==> src/rtl/controller_pkg.sv <==
// Shared types for the NES controller reader: FSM state encoding and the
// bit position of each button in the published button bytes.
package controller_pkg;

  typedef enum logic [2:0] {
    IDLE,
    LATCH,
    GAP,
    PULSE,
    COMMIT
  } controller_state_t;

  // Pads shift A first; it lands in the MSB of the byte.
  localparam int BTN_A      = 7;
  localparam int BTN_B      = 6;
  localparam int BTN_SELECT = 5;
  localparam int BTN_START  = 4;
  localparam int BTN_UP     = 3;
  localparam int BTN_DOWN   = 2;
  localparam int BTN_LEFT   = 1;
  localparam int BTN_RIGHT  = 0;

endpackage

==> src/rtl/controller_shift_m.sv <==
// One pad's serial-in shift register. Captures the raw active-low serial
// bit MSB-first on each sample enable; cleared at the start of a poll.
module controller_shift_m #(
  parameter int NUM_BUTTONS = 8
) (
  input  logic                   clk_1,
  input  logic                   rst,
  input  logic                   clear,
  input  logic                   sample_en,
  input  logic                   serial_bit,
  output logic [NUM_BUTTONS-1:0] shift_out
);

  // Shift the sampled bit in at the LSB so the first bit ends up at the MSB.
  always_ff @(posedge clk_1 or posedge rst) begin
    if (rst) begin
      shift_out <= '0;
    end else if (clear) begin
      shift_out <= '0;
    end else if (sample_en) begin
      shift_out <= {shift_out[NUM_BUTTONS-2:0], serial_bit};
    end
  end

endmodule

==> src/rtl/controller_reader_m.sv <==
// Serial front end for two NES-style pads: drives the shared latch and
// shift clock, shifts in both active-low data lines and publishes two
// registered active-high button bytes.
// Optional: define CONTROLLER_READER_AUTOPOLL_EN to add a free-running
// poll timer (every POLL_PERIOD cycles) ORed with start_poll.
module controller_reader_m
  import controller_pkg::*;
#(
  parameter int NUM_BUTTONS  = 8,
  parameter int LATCH_CYCLES = 2,
  parameter int HALF_PERIOD  = 2,
  parameter int POLL_PERIOD  = 16667
) (
  input  logic                   clk_1,
  input  logic                   rst,
  input  logic                   start_poll,
  input  logic                   controller_1_data_in_B,
  input  logic                   controller_2_data_in_B,
  output logic                   controller_latch,
  output logic                   controller_clk_in,
  output logic                   controller_clk_out_enable,
  output logic                   busy,
  output logic                   buttons_valid,
  output logic [NUM_BUTTONS-1:0] controller_1_buttons_out,
  output logic [NUM_BUTTONS-1:0] controller_2_buttons_out
);

  localparam int CNT_MAX = (LATCH_CYCLES > HALF_PERIOD) ? LATCH_CYCLES : HALF_PERIOD;
  localparam int CNT_W   = (CNT_MAX > 1) ? $clog2(CNT_MAX) : 1;
  localparam int IDX_W   = (NUM_BUTTONS > 1) ? $clog2(NUM_BUTTONS) : 1;

  // Empty on purpose: a landing spot for out-of-range parameter sets.
  if (NUM_BUTTONS < 2 || LATCH_CYCLES < 1 || HALF_PERIOD < 1 || POLL_PERIOD < 1) begin : g_param_out_of_range
  end

  controller_state_t       state;
  logic [CNT_W-1:0]        cnt;
  logic [IDX_W-1:0]        idx;
  logic                    auto_req;
  logic                    poll_req;
  logic                    sample_en;
  logic                    clear_sr;
  logic [NUM_BUTTONS-1:0]  shift_1;
  logic [NUM_BUTTONS-1:0]  shift_2;

`ifdef CONTROLLER_READER_AUTOPOLL_EN
  localparam int POLL_W = (POLL_PERIOD > 1) ? $clog2(POLL_PERIOD) : 1;

  logic [POLL_W-1:0] poll_cnt;

  // Free-running poll timer; keeps counting through polls so the cadence is fixed.
  always_ff @(posedge clk_1 or posedge rst) begin
    if (rst) begin
      poll_cnt <= '0;
    end else if (poll_cnt == POLL_W'(POLL_PERIOD - 1)) begin
      poll_cnt <= '0;
    end else begin
      poll_cnt <= poll_cnt + POLL_W'(1);
    end
  end

  assign auto_req = (poll_cnt == POLL_W'(POLL_PERIOD - 1));
`else
  assign auto_req = 1'b0;
`endif

  assign poll_req  = start_poll | auto_req;
  assign clear_sr  = (state == IDLE) && poll_req;
  assign sample_en = (state == GAP) && (cnt == CNT_W'(HALF_PERIOD - 1));

  controller_shift_m #(.NUM_BUTTONS(NUM_BUTTONS)) u_shift_1 (
    .clk_1      (clk_1),
    .rst        (rst),
    .clear      (clear_sr),
    .sample_en  (sample_en),
    .serial_bit (controller_1_data_in_B),
    .shift_out  (shift_1)
  );

  controller_shift_m #(.NUM_BUTTONS(NUM_BUTTONS)) u_shift_2 (
    .clk_1      (clk_1),
    .rst        (rst),
    .clear      (clear_sr),
    .sample_en  (sample_en),
    .serial_bit (controller_2_data_in_B),
    .shift_out  (shift_2)
  );

  // Poll sequencer. Pin outputs are registered decodes of the current state,
  // so they trail the state by one cycle; sampling happens at the end of each
  // GAP, by which point the pin clock has been low for HALF_PERIOD-1 cycles.
  always_ff @(posedge clk_1 or posedge rst) begin
    if (rst) begin
      state                     <= IDLE;
      cnt                       <= '0;
      idx                       <= '0;
      controller_latch          <= 1'b0;
      controller_clk_in         <= 1'b0;
      controller_clk_out_enable <= 1'b0;
      busy                      <= 1'b0;
      buttons_valid             <= 1'b0;
      controller_1_buttons_out  <= '0;
      controller_2_buttons_out  <= '0;
    end else begin
      controller_latch          <= (state == LATCH);
      controller_clk_in         <= (state == PULSE);
      busy                      <= (state == LATCH) || (state == GAP) || (state == PULSE);
      controller_clk_out_enable <= (state == LATCH) || (state == GAP) || (state == PULSE);
      buttons_valid             <= (state == COMMIT);

      case (state)
        IDLE: begin
          cnt <= '0;
          idx <= '0;
          if (poll_req) begin
            state <= LATCH;
          end
        end
        LATCH: begin
          if (cnt == CNT_W'(LATCH_CYCLES - 1)) begin
            cnt   <= '0;
            idx   <= '0;
            state <= GAP;
          end else begin
            cnt <= cnt + CNT_W'(1);
          end
        end
        GAP: begin
          if (cnt == CNT_W'(HALF_PERIOD - 1)) begin
            cnt <= '0;
            if (idx == IDX_W'(NUM_BUTTONS - 1)) begin
              state <= COMMIT;
            end else begin
              state <= PULSE;
            end
          end else begin
            cnt <= cnt + CNT_W'(1);
          end
        end
        PULSE: begin
          if (cnt == CNT_W'(HALF_PERIOD - 1)) begin
            cnt   <= '0;
            idx   <= idx + IDX_W'(1);
            state <= GAP;
          end else begin
            cnt <= cnt + CNT_W'(1);
          end
        end
        COMMIT: begin
          controller_1_buttons_out <= ~shift_1;
          controller_2_buttons_out <= ~shift_2;
          state                    <= IDLE;
        end
        default: begin
          state <= IDLE;
        end
      endcase
    end
  end

endmodule

==> config.mk <==
export PLATFORM = sky130hd
export DESIGN_NAME = controller_reader_m
export DESIGN_NICKNAME = d
export VERILOG_FILES = /design/src/rtl/controller_pkg.sv /design/src/rtl/controller_shift_m.sv /design/src/rtl/controller_reader_m.sv
export SDC_FILE = /design/constraint.sdc
export NUM_CORES = 1
export LEC_CHECK = 0
export CAP_MARGIN = 30
export CORE_MARGIN = 2
export CORE_UTILIZATION = 25
export DETAILED_ROUTE_END_ITERATION = 8
export HOLD_SLACK_MARGIN = 0.02
export MAX_ROUTING_LAYER = met4
export PLACE_DENSITY_LB_ADDON = 0.2
export SYNTH_ARGS = -nofsm -noshare
export SYNTH_HDL_FRONTEND = slang
export SYNTH_SLANG_ARGS = --single-unit
==> constraint.sdc <==
create_clock -name clk_1 -period 1.9 [get_ports clk_1]
set_input_delay 0.285 -clock clk_1 [delete_from_list [all_inputs] [get_ports clk_1]]
set_output_delay 0.285 -clock clk_1 [all_outputs]
set_load 0.02 [all_outputs]
==> run metrics, run 1 <==
status finished clean; Gates resized, CTS repair 0; Cells after Synth 145; Die Y 88.1 µm; Ys Warns 0; Detailed Routing Iterations Pass 1 4; FF-to-FF path depth 4; largest net degree at the start of global routing 44; multi-input combinational cell area 588 µm²; syn avg cell area 12.2 µm²; sequential-to-total area share from yosys stat 0.609; gr usage total 0.0951; CTS tree yes; mapped cell area 1770 µm²; Fillers 719; drt total wl 3150 µm; power density cells 1320 nW/µm²; R2R Path End u_shift_2.shift_out[4]; number of antenna violations at the first check in global routing 0; Clock Tree Buf Depth 2; port buffer count 25; share of cells above drive strength 1 0.133; IO Pins 26; P_leak 1.02 nW; flops & latches, synth 43; placed cell area 2100 µm²; Fmax achieved 0.654 GHz; ys flop type dfrtp_1; max-slew violations 0; H-tree depth 2; Routability Congestion 0.702; Crit path depth 1; fin crit period 1.53 ns; WS Path Type reg2out; nets 179; post-CTS setup buffers 0; Worst Skew 0.00670 ns; post-route ant nets 0; sequential cell area 1080 µm²; Post-synth EDFFs 0; TritonCTS buffer count 5; GRT overflow 0; number of max-cap violations 0; most frequent cells in the layout 43 x dfrtp_1, 25 x clkdlybuf4s50_1, 18 x nand2_1, 11 x nor2_1, 9 x o21ai_1; Final period util 0.804; crit-path cells clkdlybuf4s50_1; Max VDD drop 0.544 mV; crit end category output port; unique cell type count in the Yosys netlist 29; worst r2r src state[1]; crit path launch controller_2_buttons_out[4]; post-synth net total 152; Via density 4.21; Hold WS 0.357 ns; Die X 88.1 µm; RSZ-0062 raised after global routing false; initial core utilization 0.259; delay-heaviest family, CP buffers and inverters; first-pass GRT wire length 5510 µm; final hold vios 0; final setup fails 0; Worst EP required 1.62 ns; clk slew on worst S/H paths 0.08 ns; Crit Path Max Fanout 2; worst skew pair latency 0.29 ns; vias in the first global route 1115; Rows 30; CP peak stage delay 0.61 ns; ant diodes 0; DP Wirelength 2200 µm; FFs w/ async S/R, synth 1.00; commonest non-fill, non-tap cell in the layout dfrtp_1; Setup TNS 0 ns; post-route cell area 2240 µm²; drc violations 0; CP Launch Type flop; WP data arrival 1.24 ns; clock root cell clkbuf_8; P&R area growth vs syn 26.5%; Buffers & Inverters on Critical Path 1; core area 6830 µm²; clk sinks 43; Die Area 7760 µm²; max_slew headroom 0.760; hold buffers post-CTS 0; CP max-delay cell clkdlybuf4s50_1; Slew @ Worst Pin 0.359 ns; worst reg2reg setup slack 0.42 ns; min-delay worst type in2async; Routed wire per std cell 11.7 µm; routed via count 1132; initial DRC count 46
-- metrics by stage --
step	power, mW	setup slack, ns	util	instances
global route	3.12	0.300	0.327	269
global placement	2.10	0.434	0.308	261
detailed placement	2.15	0.422	0.308	261
floorplan	1.94	0.542	-	145
CTS	2.98	0.350	0.327	269
finish	2.94	0.372	0.327	269
-- synthesized netlist by cell type (2+ instances only) --
cell       n  share of area
clkbuf_1   2         0.0042
dfrtp_1   43           0.61
mux2i_1    8          0.045
buf_6      6          0.038
o21ai_2    7          0.035
nor3b_1    2         0.0085
buf_2      2         0.0057
ha_1       2          0.014
nand3b_1   4          0.017
nand3_1    4          0.011
nor2_1    11          0.023
a22o_1     8          0.040
o21ai_0    3         0.0085
o21ai_1    9          0.025
inv_1      3         0.0064
nand2_1   18          0.038
-- worst max path at each step --
stage / slack (ns) / end
5_1_grt: 0.30 / controller_2_buttons_out[5]
2_1_floorplan: 0.54 / u_shift_1.shift_out[7]
3_5_place_dp: 0.42 / u_shift_2.shift_out[5]
4_1_cts: 0.35 / controller_2_buttons_out[2]
6_report: 0.37 / controller_2_buttons_out[4]
3_3_place_gp: 0.43 / u_shift_2.shift_out[6]
-- power breakdown --
part	internal [mW]	switching [mW]	total [mW]
registers	1.14	0.214	1.36
clock network	0.525	0.301	0.826
logic	0.375	0.386	0.761
-- worst min-delay path: cells and delay by family --
family | cells | cell delay, ns
buffers and inverters | 3 | 0.73
-- metal layers --
metal,routed length [µm],global-route usage,vias to the layer above,part of all wire
li1,-,-,553,-
met1,1440,0.122,552,0.46
met2,1550,0.145,20,0.49
met3,112,0.0236,7,0.036
met4,52,0.0372,0,0.016
met5,0,-,-,0
-- cell type report --
class / instances / area share
well taps: 96 / 0.0537
clock inverters: 2 / 0.0269
multi-input cells: 88 / 0.263
inverters: 3 / 0.00504
repair buffers: 31 / 0.138
flip-flops and latches: 43 / 0.481
clock buffers: 6 / 0.0325
-- logic make-up (layout without fill, tap and decap cells) --
| group | after synthesis | count (layout) | share of synthesized area |
|---|---|---|---|
| simple gates | 46 | 46 | 0.142 |
| buf+inv | 14 | 42 | 0.0587 |
| mux | 9 | 9 | 0.0517 |
| flops | 43 | 43 | 0.609 |
| fa+ha+maj | 2 | 2 | 0.0142 |
| compound gates | 31 | 31 | 0.125 |
-- sequential cells by signal, summed over array words and instances, names as in the netlist, 3 cells and up --
name and flops:
controller_1_buttons_out 8, idx 3, u_shift_2.shift_out 8, u_shift_1.shift_out 8, state 3, controller_2_buttons_out 8
No activity file was read; power rests on OpenSTA's default activity.
==> run 2, diff against run 1 <==
==> constraint.sdc (replaced) <==
create_clock -name clk_1 -period 1.45 [get_ports clk_1]
set_input_delay 0.2175 -clock clk_1 [delete_from_list [all_inputs] [get_ports clk_1]]
set_output_delay 0.2175 -clock clk_1 [all_outputs]
set_load 0.02 [all_outputs]
==> run 2 against run 1 <==
Against the previous run: routed wire length rose by 3.2%; sequential power rose by 28%; core utilization fell by 0.16 points; sequential cell count did not move; sequential share of layout area rose by 0.24 points; first-iteration DRC count rose by 33%; clock power rose by 12%; count of clock-buffer cells in the layout fell by 1; combinational power rose by 41%; setup slack got worse by 0.26 ns; register-to-register slack got worse by 0.31 ns; clock skew fell by 0.0023 ns; largest cell class unchanged.
==> run metrics, run 2 (synthesized netlist as in run 1, its figures left out) <==
initial core utilization 0.259 (unchanged); CP Launch Type flop; share of cells above drive strength 1 0.149 (+0.0156); H-tree depth 2 (unchanged); number of max-cap violations 0 (unchanged); max-slew violations 0 (unchanged); clock root cell clkbuf_8; crit path launch idx[0]; Routability Congestion 0.727 (+3.5%); Routed wire per std cell 12.0 µm (+2.4%); most frequent cells in the layout 43 x dfrtp_1, 20 x dlygate4sd2_1, 18 x nand2_1, 11 x nor2_1, 9 x o21ai_1; post-route ant nets 0 (unchanged); GRT overflow 0 (unchanged); worst skew pair latency 0.29 ns (about the same); P&R area growth vs syn 25.8%; number of antenna violations at the first check in global routing 0 (unchanged); TritonCTS buffer count 5 (unchanged); Die X 88.1 µm (unchanged); min-delay worst type in2async; crit-path cells ha_1 -> ha_1 -> nand3b_1 -> a221oi_1; drt total wl 3250 µm (+3.2%); post-CTS setup buffers 0 (unchanged); crit end category flop; Final period util 0.925; port buffer count 25 (unchanged); Fillers 730 (+1.5%); final hold vios 0 (unchanged); max_slew headroom 0.805 (+0.0442); Fmax achieved 0.746 GHz; CP peak stage delay 0.42 ns (-0.19 ns); WS Path Type reg2reg; CP dominant cell by count ha_1; final setup fails 0 (unchanged); Die Area 7760 µm² (unchanged); worst reg2reg setup slack 0.11 ns (-0.31 ns); drc violations 0 (unchanged); worst setup margin 0.109 ns (-0.263 ns); P_leak 1.07 nW (+4.8%); initial DRC count 61 (+33%); DP Worst Slack 0.0254 ns (-0.397 ns); core area 6830 µm² (unchanged); FF-to-FF path depth 4 (unchanged); Max VDD drop 0.635 mV (+17%); fin crit period 1.34 ns; Clock Tree Buf Depth 2 (unchanged); WP data arrival 1.54 ns (+0.30 ns); nets 181 (+1.1%); sequential cell area 1080 µm² (unchanged); largest net degree at the start of global routing 44 (unchanged); Rows 30 (unchanged); Worst EP required 1.64 ns (+0.02 ns); Detailed Routing Iterations Pass 1 2 (-2); CP max-delay cell dfrtp_1; Die Y 88.1 µm (unchanged); status finished clean; Crit Path Max Fanout 4 (+2); Slew @ Worst Pin 0.292 ns (-0.0675 ns); IO Pins 26 (unchanged); Via density 4.17 (-1.0%); commonest non-fill, non-tap cell in the layout dfrtp_1; worst r2r src idx[0]; ant diodes 0 (unchanged); multi-input combinational cell area 588 µm² (unchanged); first-pass GRT wire length 5550 µm (+0.87%); power density cells 1680 nW/µm² (+28%); routed via count 1129 (-0.27%); R2R Path End state[0]; clk sinks 43 (unchanged); CTS tree yes; hold buffers post-CTS 0 (unchanged); DP Wirelength 2300 µm (+4.6%); Setup TNS 0 ns (unchanged); clk slew on worst S/H paths 0.08 ns (about the same); Worst Skew 0.00442 ns (-0.00229 ns); gr usage total 0.0969 (+0.00180); RSZ-0062 raised after global routing false; vias in the first global route 1138 (+2.1%)
[run 2: cell types whose count changed in the layout (fill, tap and decap cells not counted), sizes merged]
cell and change:
bufinv -1, dlymetal6s2s +1, clkinv +2, dlygate4sd2 +20, clkbuf -1, buf +2, clkdlybuf4s50 -21
[run 2: critical path, delay by kind of cell (launching register included)]
family                   cells  cell delay (ns)
flip-flops                   1             0.42
AND/OR/NAND/NOR              1             0.17
AO/OA/AOI/OAI                1             0.23
adder cells (fa/ha/maj)      2             0.43
[run 2: worst max path at each step]
stage | to | slack (ns)
global placement | u_shift_2.shift_out[6] | 0.05
global route | state[0] | 0.004
detailed placement | u_shift_2.shift_out[5] | 0.03
floorplan | u_shift_1.shift_out[7] | 0.09
CTS | buttons_valid | 0.005
finish | state[0] | 0.11
[run 2: report_power, final]
group	internal, mW	leakage, nW	total [mW]	switching (mW)
combinational	0.517	0.483	1.07	0.553
sequential	1.50	0.531	1.74	0.246
clock	0.513	0.0581	0.921	0.409
[run 2: cell type report]
class                   count  area share
flip-flops and latches     43       0.484
clock buffers               5      0.0309
well taps                  96      0.0540
inverters                   3     0.00506
clock inverters             3      0.0197
repair buffers             33       0.142
multi-input cells          88       0.264
[run 2: what timing repair did]
| item | 4_1_cts | 5_1_grt |
|---|---|---|
| gates resized for setup | 20 | 2 |
| setup endpoints to repair | 20 | 2 |
| pin swaps | 0 | 0 |
[run 2: per-stage QoR]
stage / hold slack, ns / cells / total power, mW / utilization / area (µm²)
floorplan: 0.357 / 145 / 2.54 / - / 1770
global placement: 0.447 / 263 / 2.83 / 0.312 / 2130
detailed placement: 0.446 / 263 / 2.90 / 0.312 / 2130
CTS: 0.285 / 271 / 3.80 / 0.325 / 2220
global route: 0.296 / 271 / 4.02 / 0.326 / 2220
finish: 0.284 / 271 / 3.74 / 0.326 / 2220
[run 2: layer usage]
metal,GRT usage,wire length [µm]
met2,0.152,1600
met1,0.116,1480
met3,0.0320,143
met5,-,0
met4,0.0372,27
==> run 3, diff against run 2 <==
--- a/config.mk
+++ b/config.mk
@@ -6,9 +6,10 @@
 export NUM_CORES = 1
 export LEC_CHECK = 0
 export CAP_MARGIN = 30
-export CORE_MARGIN = 2
-export CORE_UTILIZATION = 25
+export CORE_MARGIN = 4
+export CORE_UTILIZATION = 48
 export DETAILED_ROUTE_END_ITERATION = 8
+export GPL_TIMING_DRIVEN = 0
 export HOLD_SLACK_MARGIN = 0.02
 export MAX_ROUTING_LAYER = met4
 export PLACE_DENSITY_LB_ADDON = 0.2
==> run 3 against run 2 <==
Against the previous run: clock power down 20%; power decreased by 0.83%; die area decreased by 39%; critical path type unchanged; setup slack got worse by 0.073 ns.
==> run metrics, run 3 (synthesized netlist as in run 1, its figures left out) <==
initial core utilization 0.514 (+0.255); max_slew headroom 0.422 (-0.383); drc violations 0 (unchanged); gr usage total 0.171 (+0.0737); number of antenna violations at the first check in global routing 0 (unchanged); Final period util 0.975 (+0.0505); P_leak 1.12 nW (+4.2%); largest net degree at the start of global routing 44 (unchanged); initial DRC count 61 (unchanged); clk slew on worst S/H paths 0.08 ns (about the same); Routed wire per std cell 14.1 µm (+18%); vias in the first global route 1198 (+5.3%); RSZ-0062 raised after global routing true; share of cells above drive strength 1 0.247 (+0.0987); Clock Tree Buf Depth 2 (unchanged); most frequent cells in the layout 42 x dfrtp_1, 19 x dlygate4sd2_1, 12 x nand2_1, 11 x nor2_1, 10 x o21ai_2; Setup TNS 0 ns (unchanged); CP Launch Type flop; crit end category flop; worst skew pair latency 0.30 ns (about the same); Rows 21 (-30%); CTS tree yes; core area 3440 µm² (-50%); clock root cell clkbuf_8; sequential cell area 1080 µm² (+0.12%); fin crit period 1.41 ns (+0.0733 ns); drt total wl 3280 µm (+0.77%); DP Worst Slack -0.283 ns (-0.308 ns); final setup fails 0 (unchanged); Crit Path Max Fanout 10 (+6); routed via count 1210 (+7.2%); Slew @ Worst Pin 0.866 ns (+0.574 ns); met2 Usage GRT 0.250 (+0.0988); H-tree depth 2 (unchanged); Worst Skew 0.00778 ns (+0.00336 ns); first-pass GRT wire length 5630 µm (+1.4%); clk sinks 43 (unchanged); ant diodes 0 (unchanged); post-route ant nets 0 (unchanged); multi-input combinational cell area 618 µm² (+5.1%); P&R area growth vs syn 28.0%; GRT overflow 0 (unchanged); Power, Total 3.70 mW (-0.83%); IO Pins 26 (unchanged); worst setup margin 0.0358 ns (-0.0733 ns); Via density 5.22 (+25%); WP data arrival 1.61 ns (+0.07 ns); status finished clean; WS Path Type reg2reg; GR peak layer met2; min-delay worst type in2async; Worst EP required 1.64 ns (about the same); Routability Congestion 0.733 (+0.78%); Max VDD drop 0.842 mV (+33%); nets 192 (+6.1%); final hold vios 0 (unchanged); Detailed Routing Iterations Pass 1 4 (+2); Fmax achieved 0.707 GHz (-5.2%); Fillers 288 (-61%); commonest non-fill, non-tap cell in the layout dfrtp_1; M1 GR Usage 0.215 (+0.0991); power density cells 1640 nW/µm² (-2.5%); Die Y 68.7 µm (-22%); TritonCTS buffer count 5 (unchanged); port buffer count 25 (unchanged); grt met3 use 0.0535 (+0.0214); DP Wirelength 2150 µm (-6.2%); max-slew violations 0 (unchanged); Die X 68.7 µm (-22%); utilization after layout 0.657 (+0.332); Die Area 4720 µm² (-39%); number of max-cap violations 0 (unchanged)
[run 3: cell count changes in the layout (fill, tap and decap cells not counted), sizes merged]
cell          previous run  this run
dlymetal6s2s             1         2
buf                      8        17
clkbuf                   5         8
dlygate4sd2             20        19
clkinvlp                 0         1
clkinv                   2         1
bufinv                   1         0
[run 3: report_power, final]
part	switching, mW	total, mW	internal (mW)
logic	0.592	1.22	0.627
clock network	0.398	0.735	0.336
registers	0.250	1.75	1.50
[run 3: area by class of cell]
cell class              instances  area share
multi-input cells              88       0.273
repair buffers                 33       0.131
clock inverters                 2     0.00553
clock buffers                   6      0.0321
inverters                       3     0.00498
flip-flops and latches         43       0.476
well taps                      46      0.0254
plain buffers                  11      0.0520
[run 3: worst paths after layout]
kind	slack, ns	end	from	cells past startpoint
max	0.04	controller_1_buttons_out[1]	state[1]	6
min	0.43	controller_1_buttons_out[1]	rst	2
max reg2reg	0.04	controller_1_buttons_out[1]	state[1]	6
min reg2reg	0.46	controller_2_buttons_out[7]	u_shift_2.shift_out[7]	1
max in group asynchronous	0.43	state[0]	rst	2
min in group clk_1	0.46	controller_2_buttons_out[7]	u_shift_2.shift_out[7]	1
[run 3: per-stage QoR]
step,cell area [µm²],hold WS (ns),cells
global placement,2080,0.433,216
finish,2260,0.426,232
floorplan,1770,0.357,145
CTS,2150,0.446,226
detailed placement,2080,0.436,216
global route,2260,0.482,232
[run 3: layer usage]
layer,share of wire,vias up
li1,-,579
met1,0.48,593
met5,0,-
met4,0.015,0
met2,0.46,33
met3,0.049,5
[run 3: what timing repair did]
item                       CTS  global route
cloned                       0             0
pin swaps                    1             6
buffers inserted             2             6
hold buffers                 0             0
gates resized for setup     20            22
hold endpoints to repair     0             0
setup endpoints to repair   28            21
[run 3: worst max-delay path, cell delays in order (launching register included)]
cell     delay (ns)
dfrtp_1        0.38
buf_6          0.13
or3b_1         0.38
buf_6          0.15
buf_8          0.14
nand2_1        0.08
o21ai_2        0.06
